File: config.mk
export PLATFORM = sky130hd
export DESIGN_NAME = pipeline_hazard_ctrl_flat
export DESIGN_NICKNAME = d
export VERILOG_FILES = /design/src/rtl/pipeline_hazard_ctrl_if.sv /design/src/rtl/pipeline_hazard_ctrl.sv /design/src/flat_wrapper.sv
export SDC_FILE = /design/constraint.sdc
export NUM_CORES = 1
export LEC_CHECK = 0
export CORE_MARGIN = 1
export CORE_UTILIZATION = 50
export DETAILED_ROUTE_END_ITERATION = 10
export PLACE_DENSITY = 0.89
export SLEW_MARGIN = 30
export SYNTH_ARGS = -nofsm -noshare
export SYNTH_HDL_FRONTEND = slang
export SYNTH_SLANG_ARGS = --single-unit
File: constraint.sdc
create_clock -name CLK -period 6.22 [get_ports CLK]
set_clock_uncertainty 0.05 [all_clocks]
set_input_delay 1.244 -clock CLK [delete_from_list [all_inputs] [get_ports CLK]]
set_output_delay 1.244 -clock CLK [all_outputs]
set_load 0.005 [all_outputs]
File: src/rtl/pipeline_hazard_ctrl_if.sv
// Bundle between the pipeline datapath and its hazard controller.
// The datapath side is the master; the controller is the slave.
interface pipeline_hazard_ctrl_if #(
    parameter int CNT_W = 16
);
    logic             valid_id;
    logic [4:0]       rs_id;
    logic [4:0]       rt_id;
    logic             use_rs_id;
    logic             use_rt_id;
    logic             valid_ex;
    logic [4:0]       rdst_ex;
    logic             rwren_ex;
    logic             load_ex;
    logic             redirect_ex;
    logic             mem_req;
    logic             mem_ready;
    logic             halt_wb;

    logic             wen_pc;
    logic             wen_if_id;
    logic             wen_id_ex;
    logic             wen_ex_mem;
    logic             wen_mem_wb;
    logic             kill_if;
    logic             kill_id;
    logic             halted;
    logic             mem_err;
    logic [CNT_W-1:0] stall_cnt;
    logic [CNT_W-1:0] flush_cnt;

    modport master (
        output valid_id, rs_id, rt_id, use_rs_id, use_rt_id,
               valid_ex, rdst_ex, rwren_ex, load_ex, redirect_ex,
               mem_req, mem_ready, halt_wb,
        input  wen_pc, wen_if_id, wen_id_ex, wen_ex_mem, wen_mem_wb,
               kill_if, kill_id, halted, mem_err, stall_cnt, flush_cnt
    );

    modport slave (
        input  valid_id, rs_id, rt_id, use_rs_id, use_rt_id,
               valid_ex, rdst_ex, rwren_ex, load_ex, redirect_ex,
               mem_req, mem_ready, halt_wb,
        output wen_pc, wen_if_id, wen_id_ex, wen_ex_mem, wen_mem_wb,
               kill_if, kill_id, halted, mem_err, stall_cnt, flush_cnt
    );
endinterface

File: src/rtl/pipeline_hazard_ctrl.sv
// Hold/kill control for a 5-stage pipe: load-use stall, redirect flush,
// data-memory wait freeze with timeout, and halt freeze, plus saturating counters.
module pipeline_hazard_ctrl #(
    parameter int CNT_W       = 16,
    parameter int MEM_TIMEOUT = 64
) (
    input  logic                 CLK,
    input  logic                 RST,
    pipeline_hazard_ctrl_if.slave bus
);

    typedef enum logic [1:0] {RUN, MEM_WAIT, HALTED} state_t;

    localparam logic [CNT_W-1:0] TIMEOUT_LAST = CNT_W'(MEM_TIMEOUT - 1);

    state_t           r_state;
    logic [CNT_W-1:0] r_wait_cnt;
    logic [CNT_W-1:0] r_stall_cnt;
    logic [CNT_W-1:0] r_flush_cnt;
    logic             r_mem_err;

    logic w_run;
    logic w_mw;
    logic w_redirect;
    logic w_src_hit;
    logic w_load_use;
    logic w_hold_all;
    logic w_stall;
    logic w_timeout;

    // NOTE: always_comb with every output assigned on every path keeps this a pure decode, no latches.
    always_comb begin
        w_run      = (r_state == RUN);
        w_mw       = (w_run & bus.mem_req & ~bus.mem_ready) |
                     ((r_state == MEM_WAIT) & ~bus.mem_ready);
        w_redirect = w_run & ~w_mw & bus.valid_ex & bus.redirect_ex;
        w_src_hit  = (bus.use_rs_id & (bus.rs_id == bus.rdst_ex)) |
                     (bus.use_rt_id & (bus.rt_id == bus.rdst_ex));
        w_load_use = w_run & ~w_mw & ~w_redirect &
                     bus.valid_ex & bus.load_ex & bus.rwren_ex & (bus.rdst_ex != 5'd0) &
                     bus.valid_id & w_src_hit;
        w_hold_all = (r_state == HALTED) | w_mw;
        w_stall    = w_hold_all | w_load_use;
        w_timeout  = (r_state == MEM_WAIT) & ~bus.mem_ready & (r_wait_cnt == TIMEOUT_LAST);
    end

    // Holds and kills are decoded from the current cycle so the pipe sees them before its negedge capture.
    assign bus.wen_pc     = ~RST & w_stall;
    assign bus.wen_if_id  = ~RST & w_stall;
    assign bus.wen_id_ex  = ~RST & w_hold_all;
    assign bus.wen_ex_mem = ~RST & w_hold_all;
    assign bus.wen_mem_wb = ~RST & w_hold_all;
    assign bus.kill_if    = ~RST & w_redirect;
    assign bus.kill_id    = ~RST & (w_redirect | w_load_use);
    assign bus.halted     = (r_state == HALTED);
    assign bus.mem_err    = r_mem_err;
    assign bus.stall_cnt  = r_stall_cnt;
    assign bus.flush_cnt  = r_flush_cnt;

    // NOTE: sequential state uses non-blocking assignments so every register samples pre-edge values.
    always_ff @(posedge CLK or posedge RST) begin
        if (RST) begin
            r_state     <= RUN;
            r_wait_cnt  <= '0;
            r_stall_cnt <= '0;
            r_flush_cnt <= '0;
            r_mem_err   <= 1'b0;
        end else begin
            if (w_stall && r_state != HALTED && r_stall_cnt != '1)
                r_stall_cnt <= r_stall_cnt + 1'b1;
            if (w_redirect && r_flush_cnt != '1)
                r_flush_cnt <= r_flush_cnt + 1'b1;

            case (r_state)
                RUN: begin
                    if (bus.halt_wb) begin
                        r_state <= HALTED;
                    end else if (w_mw) begin
                        r_state    <= MEM_WAIT;
                        r_wait_cnt <= '0;
                    end
                end
                MEM_WAIT: begin
                    // A completion on the timeout cycle beats the error.
                    if (w_timeout) begin
                        r_mem_err <= 1'b1;
                        r_state   <= HALTED;
                    end else if (bus.halt_wb) begin
                        r_state <= HALTED;
                    end else if (bus.mem_ready) begin
                        r_state <= RUN;
                    end else begin
                        r_wait_cnt <= r_wait_cnt + 1'b1;
                    end
                end
                default: r_state <= HALTED;
            endcase
        end
    end

endmodule

File: src/flat_wrapper.sv
// flat-port wrapper written by rule: the top's interface ports become plain ports
module pipeline_hazard_ctrl_flat 
#(
    parameter int CNT_W       = 16,
    parameter int MEM_TIMEOUT = 64
)
  (CLK, RST, bus_valid_id, bus_rs_id, bus_rt_id, bus_use_rs_id, bus_use_rt_id, bus_valid_ex, bus_rdst_ex, bus_rwren_ex, bus_load_ex, bus_redirect_ex, bus_mem_req, bus_mem_ready, bus_halt_wb, bus_wen_pc, bus_wen_if_id, bus_wen_id_ex, bus_wen_ex_mem, bus_wen_mem_wb, bus_kill_if, bus_kill_id, bus_halted, bus_mem_err, bus_stall_cnt, bus_flush_cnt);
  pipeline_hazard_ctrl_if #(.CNT_W(CNT_W)) bus_i ();
  input  logic CLK;
  input  logic RST;
  input wire logic [$bits(bus_i.valid_id)-1:0] bus_valid_id;
  input wire logic [$bits(bus_i.rs_id)-1:0] bus_rs_id;
  input wire logic [$bits(bus_i.rt_id)-1:0] bus_rt_id;
  input wire logic [$bits(bus_i.use_rs_id)-1:0] bus_use_rs_id;
  input wire logic [$bits(bus_i.use_rt_id)-1:0] bus_use_rt_id;
  input wire logic [$bits(bus_i.valid_ex)-1:0] bus_valid_ex;
  input wire logic [$bits(bus_i.rdst_ex)-1:0] bus_rdst_ex;
  input wire logic [$bits(bus_i.rwren_ex)-1:0] bus_rwren_ex;
  input wire logic [$bits(bus_i.load_ex)-1:0] bus_load_ex;
  input wire logic [$bits(bus_i.redirect_ex)-1:0] bus_redirect_ex;
  input wire logic [$bits(bus_i.mem_req)-1:0] bus_mem_req;
  input wire logic [$bits(bus_i.mem_ready)-1:0] bus_mem_ready;
  input wire logic [$bits(bus_i.halt_wb)-1:0] bus_halt_wb;
  output wire logic [$bits(bus_i.wen_pc)-1:0] bus_wen_pc;
  output wire logic [$bits(bus_i.wen_if_id)-1:0] bus_wen_if_id;
  output wire logic [$bits(bus_i.wen_id_ex)-1:0] bus_wen_id_ex;
  output wire logic [$bits(bus_i.wen_ex_mem)-1:0] bus_wen_ex_mem;
  output wire logic [$bits(bus_i.wen_mem_wb)-1:0] bus_wen_mem_wb;
  output wire logic [$bits(bus_i.kill_if)-1:0] bus_kill_if;
  output wire logic [$bits(bus_i.kill_id)-1:0] bus_kill_id;
  output wire logic [$bits(bus_i.halted)-1:0] bus_halted;
  output wire logic [$bits(bus_i.mem_err)-1:0] bus_mem_err;
  output wire logic [$bits(bus_i.stall_cnt)-1:0] bus_stall_cnt;
  output wire logic [$bits(bus_i.flush_cnt)-1:0] bus_flush_cnt;
  assign bus_i.valid_id = bus_valid_id;
  assign bus_i.rs_id = bus_rs_id;
  assign bus_i.rt_id = bus_rt_id;
  assign bus_i.use_rs_id = bus_use_rs_id;
  assign bus_i.use_rt_id = bus_use_rt_id;
  assign bus_i.valid_ex = bus_valid_ex;
  assign bus_i.rdst_ex = bus_rdst_ex;
  assign bus_i.rwren_ex = bus_rwren_ex;
  assign bus_i.load_ex = bus_load_ex;
  assign bus_i.redirect_ex = bus_redirect_ex;
  assign bus_i.mem_req = bus_mem_req;
  assign bus_i.mem_ready = bus_mem_ready;
  assign bus_i.halt_wb = bus_halt_wb;
  assign bus_wen_pc = bus_i.wen_pc;
  assign bus_wen_if_id = bus_i.wen_if_id;
  assign bus_wen_id_ex = bus_i.wen_id_ex;
  assign bus_wen_ex_mem = bus_i.wen_ex_mem;
  assign bus_wen_mem_wb = bus_i.wen_mem_wb;
  assign bus_kill_if = bus_i.kill_if;
  assign bus_kill_id = bus_i.kill_id;
  assign bus_halted = bus_i.halted;
  assign bus_mem_err = bus_i.mem_err;
  assign bus_stall_cnt = bus_i.stall_cnt;
  assign bus_flush_cnt = bus_i.flush_cnt;
  pipeline_hazard_ctrl #(.CNT_W(CNT_W), .MEM_TIMEOUT(MEM_TIMEOUT)) u_core (.CLK(CLK), .RST(RST), .bus(bus_i));
endmodule
==> summary.txt, run 1 <==
Status: completed
RSZ-0062 raised after global routing: no
Syn_area_per_cell: 9.950 um2
Startpoint Class: input port
Worst Path Arrival: 3130 ps
Routed wire length: 6083 um
Synth unique cells: 43
Root buffer cell: clkbuf_8
Setup bufs post-CTS: 0
Worst Path Max Fanout: 3
Worst EP required: 4930 ps
Post-route clock period utilization: 0.7118
Multi-input logic area: 1355 um2
Via count: 2270
Register area share after synthesis: 0.4698
Global route overflow: 0
Vias in the first global route: 2009
I/O pins: 68
Largest net degree at the start of global routing: 52
Post-synth ARST share: 1.000
Delay of the slowest cell on the worst path: 540 ps
Critical-path cell list: clkdlybuf4s50_1 -> xnor2_1 -> nand4_1 -> o22ai_1 -> a41o_1 -> clkdlybuf4s50_1
Crit Path Category: input port to output port
Syn_nets: 303
Fin Setup TNS: 0 ps
WL/cell: 14.84 um
Layout cells sized above 1: 0.06471
Initial DRC Count: 154
Layout area overhead: 29.76%
H-tree levels: 2
Pwr per Cell Area: 168.7 nW/um2
Num CTS Buffers: 5
Worst-Skew Late Latency: 310 ps
Core ar.: 5172 um2
# resized after CTS: 0
Worst IR Drop VDD: 0.1214 mV
GPL Wtd Cong: 0.7776
CP endpoint kind: output port
Synth warnings: 0
Pins Over Slew Limit: 0
Worst Hold Class: register to register
CTS Sinks: 51
Antenna Nets Post-Route: 0
Netlist Area Pre-Place: 2716 um2
Most used cell, CP: clkdlybuf4s50_1
MaxCap Viol Count: 0
Pleak: 1.565 nW
Hold Buf Count CTS: 0
PortBufs: 67
WP buf/inv: 2
Post-DP HPWL: 4481 um
Synthesized instance count: 273
Max Root-Sink Buffers: 2
EDFF count, synth: 0
Synth area leader: dfrtp_1
Clk pin slew, worst setup/hold paths: 90 ps
Area contributors post-synth: dfrtp_1, xnor2_1, xor2_1
Crit path max-delay family: buffers and inverters
Max_slew headroom: 0.5753
Final net count: 369
Initial core utilization: 0.5252
Ys flop type: dfrtp_1
Die height: 75.71 um
Fmax: 0.2259 GHz
Drc violations: 0
Die ar.: 5731 um2
Register area: 1276 um2
First-pass GRT wire length: 9032 um
Initial antenna violation count: 0
Vias/cell: 5.537
Yosys top cell area share: 0.4698
# diodes: 0
Die width: 75.71 um
CTS tree: built
Seq cells post-synth: 51
Slowest-stage cell, CP: clkdlybuf4s50_1
# setup viols final: 0
Final Hold Vio Count: 0
Final Util: 0.6814
GRT Overall Usage: 0.2120
Fill count: 383
Least-Margin Pin Slew: 633.4 ps
Drt pass-1 iters: 4
Hold slack: 424.4 ps
Final min period: 4427 ps
Row count: 26
metrics by stage:
step	cells	setup slack, ps	cell area, um2	total power [mW]
2_1_floorplan	273	2155	2716	0.3734
3_3_place_gp	402	1926	3427	0.4079
3_5_place_dp	402	1810	3431	0.4102
4_1_cts	410	1814	3525	0.6013
5_1_grt	410	1681	3525	0.6201
6_report	410	1793	3525	0.5945
cells in the mapped netlist, types with 3 or more instances:
library cell,count
nand2_1,21
buf_4,3
xnor2_1,25
nor3_1,12
nor3_2,3
clkbuf_1,3
and4_1,6
ha_1,3
nor3b_1,3
o21ai_0,8
and3_1,13
xor2_1,20
nand3_1,14
o21ai_1,10
dfrtp_1,51
inv_1,9
a21oi_1,6
nand4_1,11
nor2_1,18
cells in the final DEF (no fill, tap or decap), types with 2 or more instances in the layout:
cell type and instances:
mux2_2 2, a41o_1 2, nor2_1 18, nor2b_1 2, ha_1 3, nand4_1 11, a41oi_1 2, and3_1 13
xor2_1 20, o21ai_1 10, nand2_1 21, nand3_1 14, clkdlybuf4s50_1 67, a21oi_1 6, and4b_1 2, clkbuf_8 5
nor3_2 3, nor4b_1 2, and4_1 6, inv_1 8, clkinv_4 2, o21ai_0 8, or3_1 2, dfrtp_1 51
nor3_1 12, xnor2_1 25, or2_2 2, nor3b_1 3, a31oi_1 2
registers in the layout (all words and copies together) (netlist names):
name	count
u_core.bus.mem_err	1
u_core.r_state	2
u_core.bus.flush_cnt	16
u_core.bus.stall_cnt	16
u_core.r_wait_cnt	16
layout make-up:
| class | count | share of cell area |
|---|---|---|
| clock buffer | 5 | 0.01952 |
| clock inverter | 3 | 0.007100 |
| inverter | 9 | 0.009585 |
| multi-input combinational | 204 | 0.3845 |
| sequential | 51 | 0.3621 |
| tap | 70 | 0.02485 |
| timing repair buffer | 68 | 0.1924 |
power breakdown:
| group | total [mW] | internal [mW] | switching, mW |
|---|---|---|---|
| clock | 0.192 | 0.0805 | 0.111 |
| combinational | 0.0568 | 0.0352 | 0.0217 |
| sequential | 0.346 | 0.338 | 0.00817 |
worst paths after layout:
path	slack, ps	cells past startpoint	endpoint	from
worst max-delay path	1790	6	bus_wen_pc	bus_rdst_ex[1]
worst min-delay path	420	1	u_core.bus.mem_err	u_core.bus.mem_err
worst max register to register	3780	6	u_core.r_wait_cnt[14]	u_core.r_wait_cnt[0]
worst min register to register	420	1	u_core.bus.mem_err	u_core.bus.mem_err
max in group asynchronous	4180	3	u_core.bus.stall_cnt[2]	RST
min in group asynchronous	1500	3	u_core.r_wait_cnt[2]	RST
metal layers:
layer,share of wire,wire length (um),up-vias,global-route usage
met3,0.065,393,7,0.04630
met1,0.44,2663,1088,0.2530
met5,0,0,-,0
met4,0.012,73,0,0.06790
met2,0.49,2952,70,0.3810
li1,-,-,1105,-
cells by family (layout without fill, tap and decap cells):
kind of cell,Yosys count,count (layout),share of synthesized area
and+or+nand+nor,118,118,0.2483
DFF,51,51,0.4698
xor gates and xnor gates,45,45,0.1451
AOI/OAI and AO/OA,35,35,0.07785
buffers and inverters,18,85,0.03270
adders and majority gates,3,3,0.01382
muxes,3,3,0.01244
Note: power is estimated with default switching activity, not from simulation.
==> inputs of run 2 (changes only) <==
Settings changed: CORE_UTILIZATION 50 to 49, PLACE_DENSITY 0.89 to 0.88.
Clock period 6.22 ns to 4.42 ns, I/O delays scaled along.
==> run 2 against run 1 <==
Setup slack worse by 1100 ps. Critical path depth did not move. Critical path type unchanged. Clock power grew 79%. Flip-flop and latch count is the same. Register-to-register slack worse by 1800 ps. Sequential power increased by 41%. Sequential share of layout area decreased by 0.28 points. First-iteration DRC count up 21%. Via count grew 2.6%.
==> summary.txt, run 2 (synthesis results as in run 1) <==
Status: completed (unchanged)
Die width: 76.46 um (was 75.71 um)
Global route overflow: 0 (unchanged)
# resized after CTS: 0 (unchanged)
Worst Path Arrival: 2750 ps (was 3130 ps)
Initial core utilization: 0.5186 (was 0.5252)
Worst Hold Class: register to register (unchanged)
Antenna Nets Post-Route: 0 (unchanged)
Core ar.: 5238 um2 (was 5172 um2)
MaxCap Viol Count: 0 (unchanged)
Routed wire length: 6075 um (was 6083 um)
Met2 wire length: 2988 um (was 2952 um)
Routed met1 length: 2665 um (was 2663 um)
Most used cell, CP: clkdlybuf4s50_1 (unchanged)
Via count: 2328 (was 2270)
# diodes: 0 (unchanged)
Commonest cells after routing, fill and taps aside: clkdlybuf4s50_1, dfrtp_1, xnor2_1, nand2_1, xor2_1 (unchanged)
PortBufs: 67 (unchanged)
RSZ-0062 raised after global routing: no (unchanged)
Power, Total: 0.9108 mW (was 0.5945 mW)
Startpoint Class: input port (unchanged)
Layout area overhead: 30.77% (was 29.76%)
Crit path max-delay family: buffers and inverters (unchanged)
Root buffer cell: clkbuf_8 (unchanged)
GRT Overall Usage: 0.2235 (was 0.2120)
Top Layer Used: met4 (unchanged)
Slowest-stage cell, CP: clkdlybuf4s50_1 (unchanged)
Final net count: 369 (unchanged)
Largest net degree at the start of global routing: 52 (unchanged)
Row count: 26 (unchanged)
H-tree levels: 2 (unchanged)
Multi-input logic area: 1355 um2 (unchanged)
Worst IR Drop VDD: 0.2302 mV (was 0.1214 mV)
Vias/cell: 5.678 (was 5.537)
Fmax: 0.2713 GHz
Final Util: 0.6782 (was 0.6814)
Initial DRC Count: 186 (was 154)
Pins Over Slew Limit: 0 (unchanged)
WL/cell: 14.82 um (was 14.84 um)
Pleak: 1.582 nW (was 1.565 nW)
Max Root-Sink Buffers: 2 (unchanged)
Num CTS Buffers: 5 (unchanged)
Initial antenna violation count: 0 (unchanged)
Critical-path cell list: clkdlybuf4s50_1 -> xnor2_1 -> nand4_1 -> o22ai_1 -> a41o_1 -> clkdlybuf4s50_1 (unchanged)
Delay of the slowest cell on the worst path: 540 ps (about the same)
Dpl ws: 739.1 ps (was 1810 ps)
Final Hold Vio Count: 0 (unchanged)
# setup viols final: 0 (unchanged)
Worst EP required: 3490 ps (was 4930 ps)
Met3 wire len: 340 um (was 393 um)
Clk pin slew, worst setup/hold paths: 90 ps (about the same)
First-pass GRT wire length: 10580 um (was 9032 um)
Layout cells sized above 1: 0.06471 (unchanged)
Max_slew headroom: 0.5692 (was 0.5753)
Vias in the first global route: 2262 (was 2009)
Drt pass-1 iters: 4 (unchanged)
CTS Sinks: 51 (unchanged)
I/O pins: 68 (unchanged)
WP buf/inv: 2 (unchanged)
Worst-Skew Late Latency: 310 ps (about the same)
CP endpoint kind: output port (unchanged)
Die ar.: 5845 um2 (was 5731 um2)
Hold Buf Count CTS: 0 (unchanged)
Setup bufs post-CTS: 0 (unchanged)
Worst Path Max Fanout: 3 (unchanged)
Crit Path Category: input port to output port (unchanged)
Fill count: 417 (was 383)
Least-Margin Pin Slew: 642.4 ps (was 633.4 ps)
Final min period: 3686 ps
GPL Wtd Cong: 0.8142 (was 0.7776)
Commonest non-fill, non-tap cell in the layout: clkdlybuf4s50_1 (unchanged)
Die height: 76.46 um (was 75.71 um)
Post-route clock period utilization: 0.8338
Pwr per Cell Area: 256.4 nW/um2 (was 168.7 nW/um2)
Final worst setup slack: 734.4 ps (was 1793 ps)
CTS tree: built (unchanged)
Post-DP HPWL: 4298 um (was 4481 um)
Register area: 1276 um2 (unchanged)
Drc violations: 0 (unchanged)
Fin Setup TNS: 0 ps (unchanged)
[run 2: worst paths after layout]
| kind | start | end | slack (ps) | cells after the start |
|---|---|---|---|---|
| setup / recovery | bus_rdst_ex[2] | bus_wen_if_id | 730 | 6 |
| hold / removal | u_core.bus.mem_err | u_core.bus.mem_err | 440 | 1 |
| setup reg to reg | u_core.r_wait_cnt[0] | u_core.r_wait_cnt[14] | 2010 | 6 |
| hold reg to reg | u_core.bus.mem_err | u_core.bus.mem_err | 440 | 1 |
| max in group asynchronous | RST | u_core.bus.flush_cnt[1] | 2760 | 3 |
| min in group asynchronous | RST | u_core.bus.stall_cnt[13] | 1140 | 3 |
[run 2: layout make-up]
class | count | area share
timing repair buffer | 68 | 0.1909
multi-input combinational | 204 | 0.3815
clock buffer | 6 | 0.02325
tap | 70 | 0.02466
sequential | 51 | 0.3593
clock inverter | 2 | 0.01092
inverter | 9 | 0.009510
[run 2: stage by stage]
step	instances	hold WS, ps	instance area (um2)
4_1_cts	410	444.5	3552
5_1_grt	410	471.6	3552
3_5_place_dp	402	426.2	3431
2_1_floorplan	273	414.9	2716
6_report	410	437.4	3552
3_3_place_gp	402	404.9	3427
[run 2: power breakdown]
part	internal [mW]	total [mW]	switching, mW
clock network	0.186	0.343	0.157
registers	0.475	0.487	0.0120
logic	0.0496	0.0800	0.0304
[run 2: metal layers]
layer  global-route usage  vias up
li1                     -     1096
met1               0.2802     1140
met2               0.3847       85
met3              0.04551        7
met4              0.07308        0
met5                    0        -
==> inputs of run 3 (changes only) <==
Clock period 4.42 ns to 3.6 ns, I/O delays scaled along.
==> run 3 against run 2 <==
Non-clock buffer count unchanged. Combinational power rose by 22%. Largest power group unchanged. Sequential share of layout area increased by 0.23 points. Core utilization down 0.43 points. Flip-flop and latch count unchanged. Clock-buffer cell count is the same.
==> summary.txt, run 3 (synthesis results as in run 1) <==
Worst-Skew Late Latency: 310 ps (about the same)
# diodes: 0 (unchanged)
I/O pins: 68 (unchanged)
Delay of the slowest cell on the worst path: 540 ps (about the same)
# setup viols final: 0 (unchanged)
Startpoint Class: input port (unchanged)
Final min period: 3369 ps
Worst IR Drop VDD: 0.1876 mV (was 0.2302 mV)
# resized after CTS: 0 (unchanged)
First-pass GRT wire length: 10390 um (was 10580 um)
Post-route clock period utilization: 0.9359
Fin Setup TNS: 0 ps (unchanged)
Hold Buf Count CTS: 0 (unchanged)
GRT Overall Usage: 0.2215 (was 0.2235)
WL/cell: 14.70 um (was 14.82 um)
Final Hold Vio Count: 0 (unchanged)
Commonest cells after routing, fill and taps aside: clkdlybuf4s50_1, dfrtp_1, xnor2_1, nand2_1, xor2_1 (unchanged)
Root buffer cell: clkbuf_8 (unchanged)
Sequential power share: 0.569 (was 0.535)
GPL Wtd Cong: 0.8441 (was 0.8142)
Layout cells sized above 1: 0.06471 (unchanged)
Post-DP HPWL: 4326 um (was 4298 um)
Layout area overhead: 29.94% (was 30.77%)
PortBufs: 67 (unchanged)
Clock share of power: 0.338 (was 0.377)
Die height: 76.46 um (unchanged)
Initial DRC Count: 155 (was 186)
Initial antenna violation count: 0 (unchanged)
Critical-path cell list: clkdlybuf4s50_1 -> xnor2_1 -> nand4_1 -> o22ai_1 -> a41o_1 -> clkdlybuf4s50_1 (unchanged)
Fmax: 0.2968 GHz
Largest net degree at the start of global routing: 52 (unchanged)
Via count: 2323 (was 2328)
Combinational share of power: 0.093 (was 0.088)
Least-Margin Pin Slew: 643.0 ps (was 642.4 ps)
Die width: 76.46 um (unchanged)
Net Switching: 0.2487 mW (was 0.1994 mW)
Slowest-stage cell, CP: clkdlybuf4s50_1 (unchanged)
Vias in the first global route: 2200 (was 2262)
Int Pwr: 0.8016 mW (was 0.7113 mW)
CP endpoint kind: output port (unchanged)
RSZ-0062 raised after global routing: no (unchanged)
Pwr per Cell Area: 297.6 nW/um2 (was 256.4 nW/um2)
Routed wire length: 6028 um (was 6075 um)
Crit Path Category: input port to output port (unchanged)
Final net count: 369 (unchanged)
Status: completed (unchanged)
Worst EP required: 2830 ps (was 3490 ps)
Pins Over Slew Limit: 0 (unchanged)
Commonest non-fill, non-tap cell in the layout: clkdlybuf4s50_1 (unchanged)
Pleak: 1.568 nW (was 1.582 nW)
H-tree levels: 2 (unchanged)
Worst Hold Class: register to register (unchanged)
Vias/cell: 5.666 (was 5.678)
MaxCap Viol Count: 0 (unchanged)
Antenna Nets Post-Route: 0 (unchanged)
Max Root-Sink Buffers: 2 (unchanged)
Clk pin slew, worst setup/hold paths: 90 ps (about the same)
Global route overflow: 0 (unchanged)
Setup bufs post-CTS: 0 (unchanged)
Switching share of power: 0.2368 (was 0.2190)
Worst Path Max Fanout: 3 (unchanged)
Max_slew headroom: 0.5688 (was 0.5692)
Num CTS Buffers: 5 (unchanged)
Power, Total: 1.050 mW (was 0.9108 mW)
CTS tree: built (unchanged)
Core ar.: 5238 um2 (unchanged)
Worst Path Arrival: 2600 ps (was 2750 ps)
Drt pass-1 iters: 4 (unchanged)
Most used cell, CP: clkdlybuf4s50_1 (unchanged)
Row count: 26 (unchanged)
Die ar.: 5845 um2 (unchanged)
Drc violations: 0 (unchanged)
Initial core utilization: 0.5186 (unchanged)
CTS Sinks: 51 (unchanged)
-- run 3: layout make-up --
type | count | area [um2]
fill | 423 | 1708
clock inverter | 2 | 16.27
multi-input combinational | 204 | 1355
tap | 70 | 87.58
sequential | 51 | 1276
inverter | 9 | 33.78
clock buffer | 6 | 82.58
timing repair buffer | 68 | 678.2
-- run 3: final timing paths --
check	from	end	slack (ps)	depth (start not counted)
worst min register to register	u_core.bus.mem_err	u_core.bus.mem_err	440	1
max in group asynchronous	RST	u_core.r_wait_cnt[8]	2120	3
min in group asynchronous	RST	u_core.bus.stall_cnt[13]	970	3
worst max-delay path	bus_rdst_ex[4]	bus_wen_if_id	230	6
worst min-delay path	u_core.bus.mem_err	u_core.bus.mem_err	440	1
worst max register to register	u_core.r_wait_cnt[7]	u_core.r_wait_cnt[0]	1220	5
-- run 3: per-stage QoR --
step                utilization  cells  cell area, um2  worst slack (ps)  hold slack (ps)
finish                   0.6739    410            3530             230.9            442.3
global route             0.6739    410            3530             100.9            482.8
CTS                      0.6732    410            3526             299.7            446.4
detailed placement       0.6543    402            3427             311.6            425.8
global placement         0.6543    402            3427             353.7            404.8
floorplan                     -    273            2716             582.9            414.9
-- run 3: routing by layer --
| metal | vias up | track usage | wire, um |
|---|---|---|---|
| li1 | 1095 | - | - |
| met1 | 1142 | 0.2813 | 2584 |
| met2 | 80 | 0.3721 | 3002 |
| met3 | 6 | 0.04311 | 350 |
| met4 | 0 | 0.08654 | 90 |
| met5 | - | 0 | 0 |
-- run 3: power by group through the flow --
stage	Clock, mW	Sequential (mW)	Combinational (mW)
6_report	0.355	0.598	0.0976
5_1_grt	0.380	0.601	0.107
4_1_cts	0.358	0.598	0.0991
3_5_place_dp	0	0.609	0.0986
3_3_place_gp	0	0.609	0.0955
2_1_floorplan	0	0.607	0.0380
-- run 3: worst max-delay path, delay by kind of cell --
family / cells / cell delay (ps)
AO/OA/AOI/OAI: 2 / 560
XOR/XNOR: 1 / 150
buffers and inverters: 2 / 1040
AND/OR/NAND/NOR: 1 / 120
